## src/rtl/si5340_i2c_responder.sv

```systemverilog
// I2C target emulating the Si5340 paged register interface.
// Writes leave as one-cycle strobes; reads pull from an external store.
module si5340_i2c_responder #(
  parameter logic [6:0] DEV_ADDR    = 7'h74,
  parameter int         SYNC_STAGES = 2,
  parameter logic [7:0] PAGE_REG    = 8'h01
) (
  input  logic        clk_i,
  input  logic        arst_i,
  input  logic        scl_pad_i,
  input  logic        sda_pad_i,
  output logic        sda_pad_o,
  output logic        sda_padoen_o,
  output logic        wr_valid_o,
  output logic [15:0] wr_addr_o,
  output logic [7:0]  wr_data_o,
  output logic [15:0] rd_addr_o,
  input  logic [7:0]  rd_data_i,
  output logic [7:0]  page_o,
  output logic        busy_o
);

  typedef enum logic [3:0] {
    IDLE,
    ADDR,
    ADDR_ACK,
    REG,
    REG_ACK,
    WDATA,
    WDATA_ACK,
    RDATA,
    RDATA_ACK,
    WAIT_STOP
  } state_t;

  state_t state;

  logic [SYNC_STAGES-1:0] scl_sync;
  logic [SYNC_STAGES-1:0] sda_sync;
  logic                   scl_d;
  logic                   sda_d;

  // Idle bus is high, so resetting the chain to 1 avoids false edges.
  always_ff @(posedge clk_i or posedge arst_i) begin
    if (arst_i) begin
      scl_sync <= '1;
      sda_sync <= '1;
      scl_d    <= 1'b1;
      sda_d    <= 1'b1;
    end else begin
      scl_sync <= {scl_sync[SYNC_STAGES-2:0], scl_pad_i};
      sda_sync <= {sda_sync[SYNC_STAGES-2:0], sda_pad_i};
      scl_d    <= scl_sync[SYNC_STAGES-1];
      sda_d    <= sda_sync[SYNC_STAGES-1];
    end
  end

  logic scl;
  logic sda;
  logic scl_rise;
  logic scl_fall;
  logic start_c;
  logic stop_c;

  assign scl      = scl_sync[SYNC_STAGES-1];
  assign sda      = sda_sync[SYNC_STAGES-1];
  assign scl_rise = scl & ~scl_d;
  assign scl_fall = ~scl & scl_d;
  assign start_c  = scl & scl_d & sda_d & ~sda;
  assign stop_c   = scl & scl_d & ~sda_d & sda;

  logic [2:0] bitcnt;
  logic [6:0] shreg;
  logic [6:0] tx;
  logic [7:0] ptr;
  logic       rw;
  logic       ack_clk;
  logic       nack;
  logic       fall_d;
  logic [7:0] rx_byte;
  logic [7:0] ld_byte;
  logic       last_bit;

  assign rx_byte   = {shreg, sda};
  assign last_bit  = (bitcnt == 3'd7);
  assign ld_byte   = (ptr == PAGE_REG) ? page_o : rd_data_i;
  assign rd_addr_o = {page_o, ptr};
  assign sda_pad_o = 1'b0;

  always_ff @(posedge clk_i or posedge arst_i) begin
    if (arst_i) begin
      state        <= IDLE;
      bitcnt       <= 3'd0;
      shreg        <= 7'd0;
      tx           <= 7'd0;
      ptr          <= 8'd0;
      rw           <= 1'b0;
      ack_clk      <= 1'b0;
      nack         <= 1'b0;
      fall_d       <= 1'b0;
      sda_padoen_o <= 1'b1;
      wr_valid_o   <= 1'b0;
      wr_addr_o    <= 16'd0;
      wr_data_o    <= 8'd0;
      page_o       <= 8'd0;
      busy_o       <= 1'b0;
    end else begin
      wr_valid_o <= 1'b0;
      fall_d     <= scl_fall;
      if (stop_c) begin
        state        <= IDLE;
        sda_padoen_o <= 1'b1;
        busy_o       <= 1'b0;
      end else if (start_c) begin
        state        <= ADDR;
        bitcnt       <= 3'd0;
        busy_o       <= 1'b1;
        sda_padoen_o <= 1'b1;
      end else if (scl_rise) begin
        case (state)
          ADDR, REG, WDATA: begin
            shreg   <= rx_byte[6:0];
            bitcnt  <= bitcnt + 3'd1;
            ack_clk <= 1'b0;
            if (last_bit) begin
              case (state)
                ADDR: begin
                  rw    <= sda;
                  state <= (rx_byte[7:1] == DEV_ADDR)
                         ? ADDR_ACK : WAIT_STOP;
                end
                REG: begin
                  ptr   <= rx_byte;
                  state <= REG_ACK;
                end
                default: begin
                  if (ptr == PAGE_REG) begin
                    page_o <= rx_byte;
                  end else begin
                    wr_valid_o <= 1'b1;
                    wr_addr_o  <= {page_o, ptr};
                    wr_data_o  <= rx_byte;
                  end
                  ptr   <= ptr + 8'd1;
                  state <= WDATA_ACK;
                end
              endcase
            end
          end
          RDATA: begin
            bitcnt <= bitcnt + 3'd1;
            if (last_bit) begin
              ptr     <= ptr + 8'd1;
              ack_clk <= 1'b0;
              state   <= RDATA_ACK;
            end
          end
          ADDR_ACK, REG_ACK, WDATA_ACK: ack_clk <= 1'b1;
          RDATA_ACK: begin
            ack_clk <= 1'b1;
            nack    <= sda;
          end
          default: ;
        endcase
      end else if (fall_d) begin
        // SDA only moves here, well clear of the next SCL rise.
        case (state)
          ADDR_ACK: begin
            if (!ack_clk) begin
              sda_padoen_o <= 1'b0;
            end else if (rw) begin
              sda_padoen_o <= ld_byte[7];
              tx           <= ld_byte[6:0];
              bitcnt       <= 3'd0;
              state        <= RDATA;
            end else begin
              sda_padoen_o <= 1'b1;
              state        <= REG;
            end
          end
          REG_ACK, WDATA_ACK: begin
            if (!ack_clk) begin
              sda_padoen_o <= 1'b0;
            end else begin
              sda_padoen_o <= 1'b1;
              state        <= WDATA;
            end
          end
          RDATA: begin
            sda_padoen_o <= tx[6];
            tx           <= {tx[5:0], 1'b0};
          end
          RDATA_ACK: begin
            if (!ack_clk) begin
              sda_padoen_o <= 1'b1;
            end else if (nack) begin
              sda_padoen_o <= 1'b1;
              state        <= WAIT_STOP;
            end else begin
              sda_padoen_o <= ld_byte[7];
              tx           <= ld_byte[6:0];
              bitcnt       <= 3'd0;
              state        <= RDATA;
            end
          end
          default: sda_padoen_o <= 1'b1;
        endcase
      end
    end
  end

endmodule

```

## config.mk

```make
export PLATFORM = sky130hd
export DESIGN_NAME = si5340_i2c_responder
export DESIGN_NICKNAME = d
export VERILOG_FILES = /design/src/rtl/si5340_i2c_responder.sv
export SDC_FILE = /design/constraint.sdc
export NUM_CORES = 1
export LEC_CHECK = 0
export ABC_AREA = 1
export CAP_MARGIN = 0
export CORE_MARGIN = 8
export CORE_UTILIZATION = 37
export DETAILED_ROUTE_END_ITERATION = 8
export GPL_TIMING_DRIVEN = 0
export HOLD_SLACK_MARGIN = 0.05
export SLEW_MARGIN = 15
export SYNTH_ARGS = -nofsm -noshare
export SYNTH_HDL_FRONTEND = slang
export SYNTH_SLANG_ARGS = --single-unit
```

## constraint.sdc

```tcl
create_clock -name clk_i -period 2.2 [get_ports clk_i]
set_input_delay 0.44 -clock clk_i [delete_from_list [all_inputs] [get_ports clk_i]]
set_output_delay 0.44 -clock clk_i [all_outputs]
set_load 0.02 [all_outputs]
```

After elaboration in Yosys (flattened, before gate mapping)
Cells that the tools add are included.
{"block": "classes", "n_addsub": 2, "reduce_logical": 25, "muxes": 55, "bitwise_logic": 16, "eq_ne": 30}
{"op": "2-to-1 mux 4 bit", "n": 11}
{"op": "case mux 8 bit (2 select lines)", "n": 2}
{"op": "2-to-1 mux 7 bit", "n": 4}
{"op": "2-to-1 mux 3 bit", "n": 9}
{"op": "!= test 5 bit (second input constant)", "n": 5}
{"op": "2-to-1 mux 8 bit", "n": 3}
{"op": "case mux 7 bit (3 select lines)", "n": 1}
{"op": "AND reduction 7 bit", "n": 3}
{"op": "2-to-1 mux 1 bit", "n": 19}
{"op": "equality test 4 x 3 -> 1 bit (second input constant)", "n": 4}
{"op": "!= test 4 bit (second input constant)", "n": 4}
{"op": "case mux 4 bit (2 select lines)", "n": 2}
{"op": "AND reduction 8 bit", "n": 2}
{"op": "!= test 2 bit (second input constant)", "n": 7}
{"op": "case mux 4 bit (3 select lines)", "n": 1}
{"op": "nonzero test 3 bit", "n": 4}
{"op": "NOT 1 bit", "n": 9}
{"op": "AND reduction 9 bit", "n": 1}
{"op": "adder 8 x 1 -> 8 bit (second input constant)", "n": 1}
{"op": "equality test 4 x 2 -> 1 bit (second input constant)", "n": 2}
{"op": "equality test 8 x 1 -> 1 bit (second input constant)", "n": 1}
{"op": "AND reduction 4 bit", "n": 2}
{"op": "nonzero test 4 bit", "n": 2}
{"op": "OR reduction 4 bit", "n": 2}
{"op": "other kinds (19)", "n": 27}
{"block": "totals", "elab_cells": 147, "out_inout_bits": 52, "register_bits": 74, "in_bits": 12}

Logic depth before layout (Yosys ltp)
Gate-level depths: netlist of the first run.
{"block": "logic_depth", "word_depth": 9, "ltp_mapped": 13, "ltp_nobuf": 13}

Least setup slack after synthesis of the first run
No wires, ideal clock.
{"block": "synth_path", "kind": "reg-to-reg", "start": "reg ptr[1]", "end": "reg tx[1]", "synth_period_minus_slack_ns": 1.655, "path_stages_with_launch": 13, "path_buffers": 1, "required_ns": 2.084, "setup_time_ns": 0.116, "path_slack_ns": 0.545, "t_arrival_ns": 1.539, "path_cell_list": "dfrtp_1 -> inv_1 -> ha_1 -> nand2_1 -> nor2_1 -> nand2_1 -> inv_1 -> buf_4 -> nand2_1 -> o21ai_0 -> o21ai_0 -> nand2_1 -> nand2_1"}
{"block": "synth_via", "elab_chain_len": 5, "word_cells_on_any_way": 7, "classes_between": "eq/ne (1); mux (6)"}
{"item": "from (decl)", "line_no": "75", "rtl": "logic [7:0] ptr;"}
{"item": "from (signal assigned)", "line_no": "133", "rtl": "ptr <= rx_byte;"}
{"item": "from (signal assigned)", "line_no": "144", "rtl": "ptr <= ptr + 8'd1;"}
{"item": "from (signal assigned)", "line_no": "153", "rtl": "ptr <= ptr + 8'd1;"}
{"item": "equality test 8 x 1 -> 1 bit (*)", "line_no": "86", "rtl": "assign ld_byte = (ptr == PAGE_REG) ? page_o : rd_data_i;"}
{"item": "2-to-1 mux 8 bit (*)", "line_no": "86"}
{"item": "2-to-1 mux 7 bit (on tied branches)", "line_no": "196, 171"}
{"item": "2-to-1 mux 7 bit (on tied branches)", "line_no": "194, 169"}
{"item": "case mux 7 bit (3 select lines) (*)", "line_no": "167", "rtl": "case (state)"}
{"item": "to (signal assigned)", "line_no": "173", "rtl": "tx <= ld_byte[6:0];"}
{"item": "to (signal assigned)", "line_no": "191", "rtl": "tx <= {tx[5:0], 1'b0};"}
{"item": "to (signal assigned)", "line_no": "201", "rtl": "tx <= ld_byte[6:0];"}
{"item": "to (decl)", "line_no": "74", "rtl": "logic [6:0] tx;"}
Every way passes the cells marked *; elsewhere a longest branch is shown, timed or not. The select of a mux whose other input is x is not followed.
A chain may end at the register's enable or synchronous reset.

Final worst setup path of the first run
{"block": "layout_path", "start": "reg page_o[7]", "end": "out rd_addr_o[15]"}
{"item": "from (decl)", "line_no": "19", "rtl": "output logic [7:0] page_o,"}
{"item": "from (signal assigned)", "line_no": "138", "rtl": "page_o <= rx_byte;"}
{"item": "to (decl)", "line_no": "17", "rtl": "output logic [15:0] rd_addr_o,"}
No word-level cell between the ends.

==> results of run 1 <==
==> per-stage QoR <==
step / instance area, µm² / utilization, % / power (µW) / TNS [ns] / cells
finish: 4653 / 48.27 / 3703 / 0 / 654
floorplan: 3637 / - / 2477 / 0 / 441
global placement: 4424 / 45.90 / 2715 / -0.02506 / 636
global route: 4653 / 48.27 / 3989 / 0 / 654
CTS: 4653 / 48.27 / 3747 / 0 / 654
detailed placement: 4472 / 46.39 / 2753 / 0 / 638
==> power breakdown <==
group          internal [µW]  total (µW)  switching (µW)
combinational            335         982             646
clock                    470         977             507
sequential              1570        1740             175
==> cell type report <==
class                      count  area [µm²]
fill                         967        4986
clock buffer                  12       155.1
timing repair buffer          64       668.1
clock inverter                 4       26.28
buffer                        20       145.1
tap                          133       166.4
inverter                      51       196.4
sequential                    74        1861
multi-input combinational    296        1435
==> registers in the layout, summed over array words and instances, names as in the netlist <==
| signal | flops |
|---|---|
| page_o | 8 |
| nack | 1 |
| fall_d | 1 |
| wr_valid_o | 1 |
| shreg | 7 |
| busy_o | 1 |
| sda_sync | 2 |
| ack_clk | 1 |
| state | 4 |
| tx | 7 |
| ptr | 8 |
| scl_d | 1 |
| scl_sync | 2 |
| wr_addr_o | 16 |
| sda_d | 1 |
| rw | 1 |
| sda_padoen_o | 1 |
| bitcnt | 3 |
| wr_data_o | 8 |
==> path summary, 6_finish.rpt <==
check,start,to,slack [ns],cells after the start
worst max-delay path,page_o[7],rd_addr_o[15],0.26,2
worst min-delay path,scl_sync[0],scl_sync[1],0.36,0
worst max register to register,ptr[1],tx[6],0.27,12
worst min register to register,scl_sync[0],scl_sync[1],0.36,0
max in group asynchronous,arst_i,sda_sync[0],0.87,4
min in group asynchronous,arst_i,wr_data_o[6],0.52,2
==> Yosys cell counts, types with 2 or more instances <==
cell type,number
a21oi_1,8
buf_2,4
buf_4,11
buf_6,3
dfrtp_1,67
dfstp_2,7
ha_1,4
inv_1,44
inv_2,6
nand2_1,146
nand2_2,5
nand3_1,14
nand4_1,2
nor2_1,22
o211ai_1,2
o21ai_0,42
o21ai_1,23
o21ai_2,12
xor2_1,2
==> cells by family after synthesis <==
kind of cell,after synthesis,synth area share [%]
adders and majority gates,4,1.377
xor gates and xnor gates,2,0.4822
DFF,74,51.21
AOI/OAI and AO/OA,93,14.64
buffers and inverters,71,9.297
other,1,0.1032
and+or+nand+nor,196,22.90
==> routing by layer <==
metal	vias up	wire length (µm)	track usage [%]
li1	1546	-	-
met1	1401	4347	18.74
met2	80	3991	22.45
met3	14	566	3.309
met4	0	200	6.655
met5	-	0	0
==> critical path, stage by stage, from the launching register on <==
cell             delay [ns]
dfrtp_1                0.44
buf_4                  0.14
clkdlybuf4s50_1        0.59
==> impl_results.md, run 1 <==
- Hold slack: between 0.3 and 0.4 ns
- Least-Margin Pin Slew: 0.6049 ns
- Mapped Area: 3633 µm²
- Ys Warns: 0
- CTS tree: done
- Placement row count: 36
- Most common cell after layout, fill and taps aside: nand2_1
- Clock-pin slew on the worst setup and hold paths: 0.08 ns
- Most frequent cells in the layout: nand2_1, dfrtp_1, clkdlybuf4s50_1
- Synth async-reset ratio: 100.0%
- Worst slack, placed: around 0.27 ns
- Period utilization: 88.13%
- Count of different cell masters after synthesis: 36
- Largest net degree at the start of global routing: 32
- Wire per inst: between 10 and 15 µm
- Min Clock Period, post-route: just under 2 ns
- Die height: 115.1 µm
- All-Layer GR Usage: between 10% and 20%
- Synth area leader: dfrtp_1
- Cts hold-fix bufs: 0
- Clock Skew: about 0.013 ns
- Final hold violations: 0
- PostCTS Resize Cnt: 0
- Crit path launch type: flip-flop
- Die width: approximately 120 µm
- Slew margin rel.: ~60%
- Synth Flop Type: dfrtp_1
- Area Growth Syn to Fin: 28.06%
- Worst Setup End Kind: output pin
- Post-DRT Antenna Nets: 0
- Clk sink count: 74
- First-pass GRT wire length: ~15 mm
- Clk_lat worst skew: ~0.34 ns
- Fraction of layout cells with a size suffix above 1: about 14%
- Drt total wl: around 9 mm
- I/O Buffers: 62
- WS Path Type: reg -> out
- Worst-path maximum fanout: 5
- Crit path DAT: 1.50 ns
- RSZ-0062 raised after global routing: no
- Top cells by area, synth: dfrtp_1, nand2_1, o21ai_0
- Mean Syn Cell Area: 8.239 µm²
- Status: complete, no violations
- Routed vias: 3041
- Antenna violations before repair: 0
- Max Slew Vio Count: 0
- Synth Instances: 441
- Initial Util: 37.69%
- CTS buffer count: 9
- Fmax: just over 500 MHz
- FF+latch count, synth: 74
- I/O pin cnt: 64
- Final GP Congestion: between 0.8 and 0.9
- Hold crit path type: reg -> reg
- # setup viols final: 0
- Core Area: roughly 9600 µm²
- Setup ws final: between 0.2 and 0.3 ns
- Post-layout net count: 532
- Static Leak: approximately 0.0022 µW
- Post-synth EDFFs: 0
- Setup Buffers After CTS: 0
- Vias in the first global route: about 3000
- Post-DP HPWL: just under 7 mm
- Top cell type's share of synthesized area: a little under half
- Seq/Total Area, Yosys: 51.21%
- Max_cap viols: 0
- WP data required: roughly 1.8 ns
- Worst IR Drop VDD: around 0.27 mV
- Via density per instance: 4.650
- Maximum clock path buffer count: 2
- Root Buffer Master: clkbuf_8
- N_diodes: 0
- GRT overflow: 0
- DRT Pass-1 Iters: 4
- Syn nets: 457
- Pwr per Cell Area: 795.8 nW/µm²
- H-tree lvl count: 3
- # DRC: 0
- Initial drt markers: between 150 and 200
- Die ar.: 13250 µm²
No activity file was read; power rests on OpenSTA's default activity.
==> run 2, diff against run 1 <==
--- a/config.mk
+++ b/config.mk
@@ -10,6 +10,7 @@
 export CORE_MARGIN = 8
 export CORE_UTILIZATION = 37
 export DETAILED_ROUTE_END_ITERATION = 8
+export DONT_BUFFER_PORTS = 1
 export GPL_TIMING_DRIVEN = 0
 export HOLD_SLACK_MARGIN = 0.05
 export SLEW_MARGIN = 15
==> run 2 against run 1 <==
  * Non-clock buffer count fell by 61
  * Via count fell by 7.2%
  * Clock power rose by 14%
  * Clock skew fell by 0.0026 ns
  * Critical path depth rose by 10
  * Worst hold slack got worse by 0.27 ns
  * Combinational power fell by 5.8%
  * Maximum frequency rose by 1.9%
  * Cell area fell by 12%
  * Critical endpoint is now tx[6]
  * Count of clock-buffer cells in the layout rose by 1
  * Die area did not move
==> impl_results.md, run 2 (synthesis results as in run 1) <==
- Status: complete, no violations
- Clock-pin slew on the worst setup and hold paths: 0.08 ns (about the same)
- Clk sink count: 74 (unchanged)
- CP cell instances: inv_1 -> ha_1 -> nand2_1 -> nor2_2 -> nand2_1 -> inv_2 -> buf_4 -> nand2_1 -> o21ai_0 -> o21ai_0 -> nand2_1 -> nand2_1
- Fraction of layout cells with a size suffix above 1: 17.17% (+2.8 points)
- Fmax: 525.5 MHz (+1.9%)
- Worst-path maximum fanout: 10 (+5)
- DRT Pass-1 Iters: 4 (unchanged)
- WP data required: 2.43 ns (+0.67 ns)
- Core Area: 9639 µm² (unchanged)
- Placement row count: 36 (unchanged)
- Number of flip-flops in the largest register: 16 (unchanged)
- GRT overflow: 0 (unchanged)
- Most Crowded Layer GR: met2
- Root Buffer Master: clkbuf_8
- Clk_lat worst skew: 0.35 ns (about the same)
- Crit path DAT: 2.14 ns (+0.64 ns)
- Via density per instance: 4.759 (+2.3%)
- Slowest stage delay, CP: 0.48 ns (-0.11 ns)
- Initial drt markers: 177 (-1.1%)
- Most common cell after layout, fill and taps aside: nand2_1
- Design Area, Final: 4074 µm² (-12%)
- Worst IR Drop VDD: 0.2779 mV (+1.6%)
- H-tree lvl count: 3 (unchanged)
- RSZ-0062 raised after global routing: no
- Final Util: 42.26% (-6.0 points)
- Clock Skew: 0.01027 ns (-0.002556 ns)
- Post-DP HPWL: 6.480 mm (-6.3%)
- Area Growth Syn to Fin: 12.12%
- Final GP Congestion: 0.8619 (+3.2%)
- Min Clock Period, post-route: 1.903 ns (-0.03605 ns)
- I/O Buffers: 0 (-100%)
- Most frequent cells in the layout: nand2_1, dfrtp_1, inv_1, o21ai_0, o21ai_1
- Routed vias: 2822 (-7.2%)
- Post-DRT Antenna Nets: 0 (unchanged)
- Die width: 115.1 µm (unchanged)
- Slowest-stage cell, CP: dfrtp_2
- Die ar.: 13250 µm² (unchanged)
- Initial Util: 37.69% (unchanged)
- CTS buffer count: 9 (unchanged)
- Vias in the first global route: 2709 (-11%)
- Die height: 115.1 µm (unchanged)
- Antenna violations before repair: 0 (unchanged)
- Largest register by flop count: wr_addr_o
- DP Area: 3844 µm² (-14%)
- I/O pin cnt: 64 (unchanged)
- # setup viols final: 0 (unchanged)
- Hold crit path type: in -> reg
- FILL cells: 979 (+1.2%)
- Least-Margin Pin Slew: 0.5669 ns (-0.03795 ns)
- Met3 Usage GRT: 5.042% (+1.7 points)
- Final hold violations: 0 (unchanged)
- First-pass GRT wire length: 14.04 mm (-6.5%)
- Crit path launch type: flip-flop
- Max Slew Vio Count: 0 (unchanged)
- Post-layout net count: 471 (-11%)
- Wire per inst: 14.41 µm (+3.5%)
- WS Path Type: reg -> reg
- All-Layer GR Usage: 13.63% (-0.83 points)
- # DRC: 0 (unchanged)
- Drt total wl: 8.545 mm (-6.2%)
- Most used cell, CP: nand2_1
- Max_cap viols: 0 (unchanged)
- Largest net degree at the start of global routing: 29 (-9.4%)
- Period utilization: 86.50% (-1.6 points)
- Static Leak: 0.001952 µW (-9.7%)
- Slew margin rel.: 62.13% (+2.5 points)
- Grt met2 use: 19.76% (-2.7 points)
- Worst Setup End Kind: flip-flop
- Setup TNS: 0 ns (unchanged)
- Maximum clock path buffer count: 2 (unchanged)
- N_diodes: 0 (unchanged)
- CTS tree: done
- M1 GR Usage: 17.85% (-0.88 points)
- Pwr per Cell Area: 932.5 nW/µm² (+17%)
-- run 2: cell types whose count changed in the layout (fill, tap and decap cells not counted), sizes merged --
cell           delta
clkbuf            +1
clkinv            -2
bufinv            +1
dlygate4sd3       +1
clkdlybuf4s50    -62
-- run 2: repair_timing --
item                                   in CTS  in global routing
endpoints found under the hold margin      22                  0
gates resized for setup                     0                  4
hold buffers                                1                  0
buffers inserted                            0                  0
setup endpoints to repair                   0                  8
-- run 2: path summary, 6_finish.rpt --
check / start / to / slack, ns / cells past startpoint
max in group asynchronous: arst_i / sda_sync[0] / 0.97 / 3
worst max-delay path: ptr[1] / tx[6] / 0.30 / 12
worst min-delay path: sda_pad_i / sda_sync[0] / 0.09 / 0
worst max register to register: ptr[1] / tx[6] / 0.30 / 12
worst min register to register: scl_sync[0] / scl_sync[1] / 0.36 / 0
min in group asynchronous: arst_i / wr_addr_o[5] / 0.64 / 2
-- run 2: metrics by stage --
stage | worst slack [ns] | instances | power, µW | hold WS [ns]
after floorplan | 0.5448 | 441 | 2477 | 0.3452
after global placement | 0.1707 | 574 | 2673 | 0.3457
after detailed placement | 0.1577 | 576 | 2705 | 0.3468
after CTS | 0.1242 | 593 | 3848 | 0.06632
after global routing | 0.04508 | 593 | 4097 | 0.05444
final | 0.2971 | 593 | 3799 | 0.08696
-- run 2: per-layer routing --
| metal | wire length [µm] | up-vias |
|---|---|---|
| met5 | 0 | - |
| met1 | 4130 | 1314 |
| met3 | 719 | 7 |
| met4 | 110 | 0 |
| met2 | 3584 | 70 |
| li1 | - | 1431 |
-- run 2: final cells by class --
class	count	area (µm²)	area share [%]
flip-flops and latches	74	1863	45.73
multi-input cells	296	1438	35.29
inverters	51	196.4	4.822
clock buffers	13	168.9	4.146
well taps	133	166.4	4.085
plain buffers	20	145.1	3.563
repair buffers	3	50.05	1.229
clock inverters	3	46.29	1.136
-- run 2: critical path: cells and delay by family (launching register included) --
family,cells,cell delay [ns]
AO/OA/AOI/OAI,2,0.17
adder cells (fa/ha/maj),1,0.16
flip-flops,1,0.48
buffers and inverters,3,0.44
AND/OR/NAND/NOR,6,0.55
-- run 2: where the power goes --
part	total (µW)	internal (µW)	leakage, µW	switching, µW
registers	1760	1570	0.000973	189
logic	925	302	0.000873	623
clock network	1110	620	0.000106	495
total	3800	2490	0.00195	1310
